## config.mk

```make
export PLATFORM = sky130hd
export DESIGN_NAME = cpu1_param_host
export DESIGN_NICKNAME = d
export VERILOG_FILES = /design/src/rtl/cpu1_host_pkg.sv /design/src/rtl/cpu1_host_mul.sv /design/src/rtl/cpu1_param_host.sv
export SDC_FILE = /design/constraint.sdc
export NUM_CORES = 1
export LEC_CHECK = 0
export CORE_UTILIZATION = 59
export DETAILED_ROUTE_END_ITERATION = 10
export DONT_BUFFER_PORTS = 1
export PLACE_DENSITY = 0.85
export SYNTH_ARGS = -nofsm -noshare
export SYNTH_HDL_FRONTEND = slang
export SYNTH_HIERARCHICAL = 1
export SYNTH_SLANG_ARGS = --single-unit
export TNS_END_PERCENT = 10
```

## constraint.sdc

```tcl
create_clock -name clk -period 4.6 [get_ports clk]
set_input_delay 0.92 -clock clk [delete_from_list [all_inputs] [get_ports clk]]
set_output_delay 0.92 -clock clk [all_outputs]
set_load 0.01 [all_outputs]
```

## src/rtl/cpu1_host_pkg.sv

```systemverilog
// Shared definitions for the cpu1_param_host core: opcodes, FSM states and
// instruction field positions. The optional multiplier is selected with the
// CPU1_HOST_MUL_EN macro (see cpu1_param_host.sv).
package cpu1_host_pkg;

    localparam int unsigned INSTR_W   = 16;
    localparam int unsigned NUM_REGS  = 8;
    localparam int unsigned REG_IDX_W = 3;

    // Instruction field positions
    localparam int unsigned OP_MSB  = 15;
    localparam int unsigned OP_LSB  = 12;
    localparam int unsigned RD_MSB  = 11;
    localparam int unsigned RD_LSB  = 9;
    localparam int unsigned RS1_MSB = 8;
    localparam int unsigned RS1_LSB = 6;
    localparam int unsigned RS2_MSB = 5;
    localparam int unsigned RS2_LSB = 3;
    localparam int unsigned IMM_MSB = 7;
    localparam int unsigned OFF_MSB = 8;
    localparam int unsigned OFF_W   = 9;
    localparam int unsigned JMP_MSB = 11;

    // Opcodes (0xA-0xE decode as NOP)
    localparam logic [3:0] OP_NOP  = 4'h0;
    localparam logic [3:0] OP_ADD  = 4'h1;
    localparam logic [3:0] OP_SUB  = 4'h2;
    localparam logic [3:0] OP_LDI  = 4'h3;
    localparam logic [3:0] OP_JMP  = 4'h4;
    localparam logic [3:0] OP_BEQZ = 4'h5;
    localparam logic [3:0] OP_AND  = 4'h6;
    localparam logic [3:0] OP_XOR  = 4'h7;
    localparam logic [3:0] OP_MUL  = 4'h8;
    localparam logic [3:0] OP_OUT  = 4'h9;
    localparam logic [3:0] OP_HALT = 4'hF;

    typedef enum logic [1:0] {
        ST_RUN  = 2'd0,
        ST_MUL  = 2'd1,
        ST_HALT = 2'd2
    } state_e;

endpackage

```

## src/rtl/cpu1_host_mul.sv

```systemverilog
// Iterative shift-add multiplier, one partial product per cycle, DATA_W cycles.
// Only instantiated when CPU1_HOST_MUL_EN is defined.
// Ports:
//   clk, pon_rst_n_i      clock, async active-low reset
//   start_i               capture operands and begin (ignored while running)
//   op_a_i, op_b_i        operands
//   done_c_o              high during the cycle whose edge completes the product
//   product_c_o           low DATA_W bits of op_a*op_b, valid when done_c_o
module cpu1_host_mul #(
    parameter int unsigned DATA_W = 16
) (
    input  logic              clk,
    input  logic              pon_rst_n_i,
    input  logic              start_i,
    input  logic [DATA_W-1:0] op_a_i,
    input  logic [DATA_W-1:0] op_b_i,
    output logic              done_c_o,
    output logic [DATA_W-1:0] product_c_o
);

    localparam int unsigned CNT_W = (DATA_W > 1) ? $clog2(DATA_W) : 1;

    logic              active_q;
    logic [CNT_W-1:0]  cnt_q;
    logic [DATA_W-1:0] acc_q;
    logic [DATA_W-1:0] mcand_q;
    logic [DATA_W-1:0] mplier_q;
    logic [DATA_W-1:0] acc_d;

    // Next accumulator; on the last iteration this is the finished product,
    // so the consumer can write it on the same edge.
    assign acc_d       = acc_q + (mplier_q[0] ? mcand_q : '0);
    assign product_c_o = acc_d;
    assign done_c_o    = active_q && (cnt_q == CNT_W'(DATA_W - 1));

    always_ff @(posedge clk or negedge pon_rst_n_i) begin
        if (!pon_rst_n_i) begin
            active_q <= 1'b0;
            cnt_q    <= '0;
            acc_q    <= '0;
            mcand_q  <= '0;
            mplier_q <= '0;
        end else if (active_q) begin
            acc_q    <= acc_d;
            mcand_q  <= mcand_q << 1;
            mplier_q <= mplier_q >> 1;
            cnt_q    <= cnt_q + CNT_W'(1);
            if (done_c_o) begin
                active_q <= 1'b0;
            end
        end else if (start_i) begin
            active_q <= 1'b1;
            cnt_q    <= '0;
            acc_q    <= '0;
            mcand_q  <= op_a_i;
            mplier_q <= op_b_i;
        end
    end

endmodule

```

## src/rtl/cpu1_param_host.sv

```systemverilog
// Parametrised 8-register host CPU core with valid/ready instruction intake,
// conditional branch, OUT observation port, halt/resume and optional
// multi-cycle multiply.
// Configuration macro: CPU1_HOST_MUL_EN - when defined, opcode 8 is a
// DATA_W-cycle multiply; when undefined, opcode 8 is a NOP and busy is 0.
// Ports:
//   clk, pon_rst_n_i            clock, async active-low reset
//   instruction, instr_valid    instruction word and its valid
//   instr_ready                 core accepts (RUN state only)
//   resume_i                    leave HALT, pc advances by one
//   pc_out                      current program counter
//   reg_data_out, reg_data_vld  OUT result and its one-cycle strobe
//   cpu_halt, busy              HALT state / multiply in progress
module cpu1_param_host
    import cpu1_host_pkg::*;
#(
    parameter int unsigned DATA_W = 16,
    parameter int unsigned PC_W   = 13
) (
    input  logic               clk,
    input  logic               pon_rst_n_i,
    input  logic [INSTR_W-1:0] instruction,
    input  logic               instr_valid,
    output logic               instr_ready,
    input  logic               resume_i,
    output logic [PC_W-1:0]    pc_out,
    output logic [DATA_W-1:0]  reg_data_out,
    output logic               reg_data_vld,
    output logic               cpu_halt,
    output logic               busy
);

    state_e                state_q;
    logic [DATA_W-1:0]     rf_q [NUM_REGS];
    logic [PC_W-1:0]       pc_q;
    logic                  instr_ready_q;
    logic                  cpu_halt_q;
    logic [DATA_W-1:0]     reg_data_out_q;
    logic                  reg_data_vld_q;

    logic [3:0]            op;
    logic [REG_IDX_W-1:0]  rd_idx;
    logic [REG_IDX_W-1:0]  rs1_idx;
    logic [REG_IDX_W-1:0]  rs2_idx;
    logic [DATA_W-1:0]     rd_val;
    logic [DATA_W-1:0]     rs1_val;
    logic [DATA_W-1:0]     rs2_val;
    logic                  accept;
    logic [PC_W-1:0]       pc_inc;
    logic [PC_W-1:0]       pc_br;
    logic [PC_W-1:0]       pc_d;
    logic                  alu_we;
    logic [DATA_W-1:0]     alu_res;

    assign op      = instruction[OP_MSB:OP_LSB];
    assign rd_idx  = instruction[RD_MSB:RD_LSB];
    assign rs1_idx = instruction[RS1_MSB:RS1_LSB];
    assign rs2_idx = instruction[RS2_MSB:RS2_LSB];
    assign rd_val  = rf_q[rd_idx];
    assign rs1_val = rf_q[rs1_idx];
    assign rs2_val = rf_q[rs2_idx];
    assign accept  = instr_valid && instr_ready_q;

    // PC arithmetic wraps at 2^PC_W; branch offset is a signed 9-bit field
    assign pc_inc = pc_q + PC_W'(1);
    assign pc_br  = pc_q + {{(PC_W - OFF_W){instruction[OFF_MSB]}}, instruction[OFF_MSB:0]};

    // Single-cycle datapath: register write value and next pc
    always_comb begin
        alu_we  = 1'b0;
        alu_res = '0;
        pc_d    = pc_inc;
        case (op)
            OP_ADD:  begin alu_we = 1'b1; alu_res = rs1_val + rs2_val; end
            OP_SUB:  begin alu_we = 1'b1; alu_res = rs1_val - rs2_val; end
            OP_LDI:  begin alu_we = 1'b1; alu_res = DATA_W'(instruction[IMM_MSB:0]); end
            OP_AND:  begin alu_we = 1'b1; alu_res = rs1_val & rs2_val; end
            OP_XOR:  begin alu_we = 1'b1; alu_res = rs1_val ^ rs2_val; end
            OP_JMP:  pc_d = PC_W'(instruction[JMP_MSB:0]);
            OP_BEQZ: pc_d = (rd_val == '0) ? pc_br : pc_inc;
            OP_HALT: pc_d = pc_q;
            default: ;
        endcase
    end

`ifdef CPU1_HOST_MUL_EN
    logic                 busy_q;
    logic [REG_IDX_W-1:0] mul_rd_q;
    logic                 mul_start;
    logic                 mul_done_c;
    logic [DATA_W-1:0]    mul_product_c;

    assign mul_start = accept && (op == OP_MUL);
    assign busy      = busy_q;

    cpu1_host_mul #(
        .DATA_W (DATA_W)
    ) u_mul (
        .clk         (clk),
        .pon_rst_n_i (pon_rst_n_i),
        .start_i     (mul_start),
        .op_a_i      (rs1_val),
        .op_b_i      (rs2_val),
        .done_c_o    (mul_done_c),
        .product_c_o (mul_product_c)
    );
`else
    assign busy = 1'b0;
`endif

    // Control FSM, register file, pc and registered outputs
    always_ff @(posedge clk or negedge pon_rst_n_i) begin
        if (!pon_rst_n_i) begin
            state_q        <= ST_RUN;
            pc_q           <= '0;
            instr_ready_q  <= 1'b1;
            cpu_halt_q     <= 1'b0;
            reg_data_out_q <= '0;
            reg_data_vld_q <= 1'b0;
            for (int i = 0; i < int'(NUM_REGS); i++) begin
                rf_q[i] <= '0;
            end
`ifdef CPU1_HOST_MUL_EN
            busy_q         <= 1'b0;
            mul_rd_q       <= '0;
`endif
        end else begin
            reg_data_vld_q <= 1'b0;
            case (state_q)
                ST_RUN: begin
                    if (accept) begin
                        if (alu_we) begin
                            rf_q[rd_idx] <= alu_res;
                        end
                        if (op == OP_OUT) begin
                            reg_data_out_q <= rs1_val;
                            reg_data_vld_q <= 1'b1;
                        end
                        if (op == OP_HALT) begin
                            state_q       <= ST_HALT;
                            instr_ready_q <= 1'b0;
                            cpu_halt_q    <= 1'b1;
                        end
`ifdef CPU1_HOST_MUL_EN
                        // pc holds until the product is written
                        else if (op == OP_MUL) begin
                            state_q       <= ST_MUL;
                            instr_ready_q <= 1'b0;
                            busy_q        <= 1'b1;
                            mul_rd_q      <= rd_idx;
                        end
`endif
                        else begin
                            pc_q <= pc_d;
                        end
                    end
                end
                ST_HALT: begin
                    if (resume_i) begin
                        state_q       <= ST_RUN;
                        pc_q          <= pc_inc;
                        instr_ready_q <= 1'b1;
                        cpu_halt_q    <= 1'b0;
                    end
                end
`ifdef CPU1_HOST_MUL_EN
                ST_MUL: begin
                    if (mul_done_c) begin
                        state_q        <= ST_RUN;
                        rf_q[mul_rd_q] <= mul_product_c;
                        pc_q           <= pc_inc;
                        instr_ready_q  <= 1'b1;
                        busy_q         <= 1'b0;
                    end
                end
`endif
                default: begin
                    state_q       <= ST_RUN;
                    instr_ready_q <= 1'b1;
                    cpu_halt_q    <= 1'b0;
                end
            endcase
        end
    end

    assign instr_ready  = instr_ready_q;
    assign pc_out       = pc_q;
    assign reg_data_out = reg_data_out_q;
    assign reg_data_vld = reg_data_vld_q;
    assign cpu_halt     = cpu_halt_q;

endmodule
```

==> out/results.tsv <==
stage	metric	value	unit
status	outcome	completed	
clock_tree	Max clock buf depth	2	
route	drc violations	0	
route	final wirelength	32300	um
sta	# setup viols final	0	
layout	final design utilization	0.681	
die	full die area	18600	um2
layout	final instance count without filler cells	1323	
worst_setup_path	register-to-register setup slack	0.19	ns
flow_run	max cap viols	0	
die	total core area	17500	um2
yosys	Post-synth EDFFs	0	
yosys	Ys Warns	6	
layout	post-route design area	11900	um2
global_routing	global-route wire length before repair	50400	um
placed_design	placed cell areas	11300	um2
worst_setup_path	startpoint types	primary input	
layout	area delta synth->final	11.4	%
clock_tree	number of buffers created by CTS	17	
pwr	Pleak	0.00529	uW
sta	max frequency	223	MHz
yosys	largest family of logic cells by synthesized area	multiplexers	
global_routing	all-layer global routing usage	0.363	
clock_tree	CTS tree	built	
layout	ant diodes	0	
clock_tree	Num Clock Sinks	160	
yosys	Post-Synth Simple-Gate Area	0.136	
sta	fin crit share	0.975	
route	initial DRC count	1313	
placed_design	DP Cell Count	1291	
yosys	Synth Area per Inst	10.1	um2
worst_setup_path	CP Class	primary input to flop	
worst_setup_path	Worst Setup End Kind	flop	
yosys	xor and xnor fraction of the mapped netlist area	0.0377	
yosys	Mapped Nets	1126	
route	Via density	7.12	
route	total number of vias	9420	
global_routing	GRT Residual Overflow	0	
layout	# fillers	1209	
clock_tree	Hold-fix buffers, CTS	0	
sta	fin. max-slew vios	0	
yosys	Synth Flop Type	dfrtp_1	
die	Die Ht	137	um
die	# rows	48	
worst_setup_path	Data arrival, critical path	4.79	ns
route	post-route ant nets	0	
placed_design	routability cong.	0.988	
sta	Slew @ Worst Pin	1.17	ns
yosys	Compound-Gate Fraction of Synth Area	0.140	
placed_design	port bufs	0	
layout	layout cells sized above 1	0.229	
yosys	Seq/Total Area, Yosys	0.375	
clock_tree	CTS root buf	clkbuf_16	
worst_setup_path	CP max FO	41	
global_routing	largest net degree at the start of global routing	161	
yosys	Cells after Synth	1058	
yosys	Synth Register Bits	160	
yosys	mux cell area share after synthesis	0.220	
yosys	ys async rst share	1.00	
clock_tree	CTS H-tree lvls	4	
hold_path	Hold Crit Class	primary input to async pin	
global_routing	vias in the first global route	9033	
sta	final worst setup slack	0.117	ns
route	WL per Instance	24.4	um
sta	Slew headroom	0.215	
die	effective utilization at floorplan	0.611	
yosys	cell area after synthesis	10700	um2
yosys	adder-cell share of the synthesized area	0.0576	
clock_tree	Worst-Skew Late Latency	0.44	ns
clock_tree	clock-pin slew on the worst setup and hold paths	0.07	ns
layout	# nets final	1154	
placed_design	hpwl dp	21900	um
yosys	library cells used by synthesis	63	
sta	final hold viol count	0	
pwr	PD cells	533	nW/um2
die	die width	137	um
route	first-pass iteration count of the detailed router	6	
worst_setup_path	Critical Path RT	4.91	ns
sta	min cycle time layout	4.48	ns
pwr	Max VDD drop	0.389	mV
sta	Fin Clk Skew	0.0105	ns
global_routing	antenna violations before repair	0	
die	num ports	53	
placed_design	DP Worst Slack	-0.449	ns
## timing repair
action / 4_1_cts / 5_1_grt
setup buffers: 0 / 1
setup endpoints to repair: 0 / 24
resized for setup: 0 / 6
## layer usage
metal,track usage,share of wire,vias to the layer above,routed length (um)
met1,0.475,0.38,4580,12300
met4,0.160,0.045,0,1450
met2,0.565,0.46,680,14900
li1,-,-,4004,-
met5,0,0,-,0
met3,0.0989,0.11,156,3710
## area by class of cell
cell class,instances,area (um2),area share
clock buffer,17,425,0.0358
sequential,160,4010,0.337
tap,225,282,0.0237
multi-input combinational,811,6390,0.537
timing repair buffer,74,556,0.0467
inverter,22,82.6,0.00694
clock inverter,14,155,0.0130
## worst max-delay path, cell delays in order
cell,delay [ns]
mux4_2,0.51
mux2i_1,0.15
buf_4,0.16
or3b_1,0.39
or4_4,0.49
o21ai_1,0.17
xor2_1,0.18
ha_2,0.33
nand2_1,0.13
a211oi_4,0.06
o2111ai_1,0.22
a31oi_1,0.15
or3_1,0.35
a31oi_1,0.21
buf_4,0.20
o21ai_0,0.11
## cell families after synthesis
family                   count (synthesis)
XOR/XNOR                                46
AO/OA/AOI/OAI                          253
other                                    1
AND/OR/NAND/NOR                        311
multiplexers                           152
adder cells (fa/ha/maj)                 48
buffers and inverters                   87
flip-flops                             160
## sequential cells by signal (all words and copies together) (netlist names)
name / count
reg_data_out: 16
pc_out: 13
rf_q: 128
instr_ready: 1
reg_data_vld: 1
cpu_halt: 1
## report_power, final
part / internal [uW] / switching (uW) / leakage (uW)
Combinational: 1350 / 1470 / 0.00287
Sequential: 1690 / 410 / 0.00214
Clock: 763 / 662 / 0.000283
Total: 3800 / 2540 / 0.00529
## synthesized netlist by cell type (all sizes together), types with 4 or more instances
master | count | share of area
a211oi | 5 | 0.0035
a21oi | 94 | 0.044
a221oi | 4 | 0.0033
a222oi | 9 | 0.0084
a22oi | 8 | 0.0056
a31oi | 12 | 0.0070
and3 | 8 | 0.0047
buf | 15 | 0.0071
clkbuf | 50 | 0.018
dfrtp | 159 | 0.37
ha | 46 | 0.054
inv | 21 | 0.0074
mux2 | 74 | 0.078
mux2i | 19 | 0.018
mux4 | 59 | 0.12
nand2 | 97 | 0.034
nand2b | 7 | 0.0041
nand3 | 14 | 0.0066
nand4 | 7 | 0.0041
nor2 | 97 | 0.034
nor2b | 4 | 0.0023
nor3 | 18 | 0.0089
nor4 | 31 | 0.018
nor4b | 4 | 0.0033
o21a | 8 | 0.0056
o21ai | 79 | 0.037
o22ai | 4 | 0.0023
o31ai | 4 | 0.0028
or3 | 10 | 0.0059
xnor2 | 33 | 0.027
xor2 | 13 | 0.011
## final timing paths
path,start,endpoint,cells past startpoint
worst max-delay path,instruction[3],rf_q[62]$_DFFE_PN0P_,16
worst min register to register,rf_q[95]$_DFFE_PN0P_,rf_q[95]$_DFFE_PN0P_,2
max in group asynchronous,pon_rst_n_i,rf_q[21]$_DFFE_PN0P_,0
min in group clk,rf_q[95]$_DFFE_PN0P_,rf_q[95]$_DFFE_PN0P_,2
worst min-delay path,pon_rst_n_i,rf_q[87]$_DFFE_PN0P_,0
worst max register to register,rf_q[2]$_DFFE_PN0P_,rf_q[62]$_DFFE_PN0P_,16
## per-stage QoR
step | power (uW) | hold slack [ns] | TNS, ns
6_report | 6340 | 0.189 | 0
5_1_grt | 6650 | 0.166 | -0.0109
4_1_cts | 6210 | 0.177 | 0
3_5_place_dp | 4750 | 0.521 | -11.52
3_3_place_gp | 4660 | 0.508 | -7.77
2_1_floorplan | 3820 | 0.481 | -10.79
## cells in the final DEF (no fill, tap or decap), types with 7 or more instances in the layout
cell type  instances
buf_4             74
or3_1             10
ha_1              45
a21oi_1           94
mux2_2            71
xor2_1            13
inv_1             21
a31oi_1           12
mux2i_1           19
nor2_1            95
and3_1             8
nor4_1            31
nand3_1           14
dfrtp_1          159
o21ai_0           68
a222oi_1           9
o21ai_1            8
o21a_1             8
nand2_1           96
nand2b_1           7
nand4_1            7
a22oi_1            8
mux4_2            59
clkbuf_16         17
xnor2_1           33
nor3_1            17
Power figures use the tool's default switching activity.
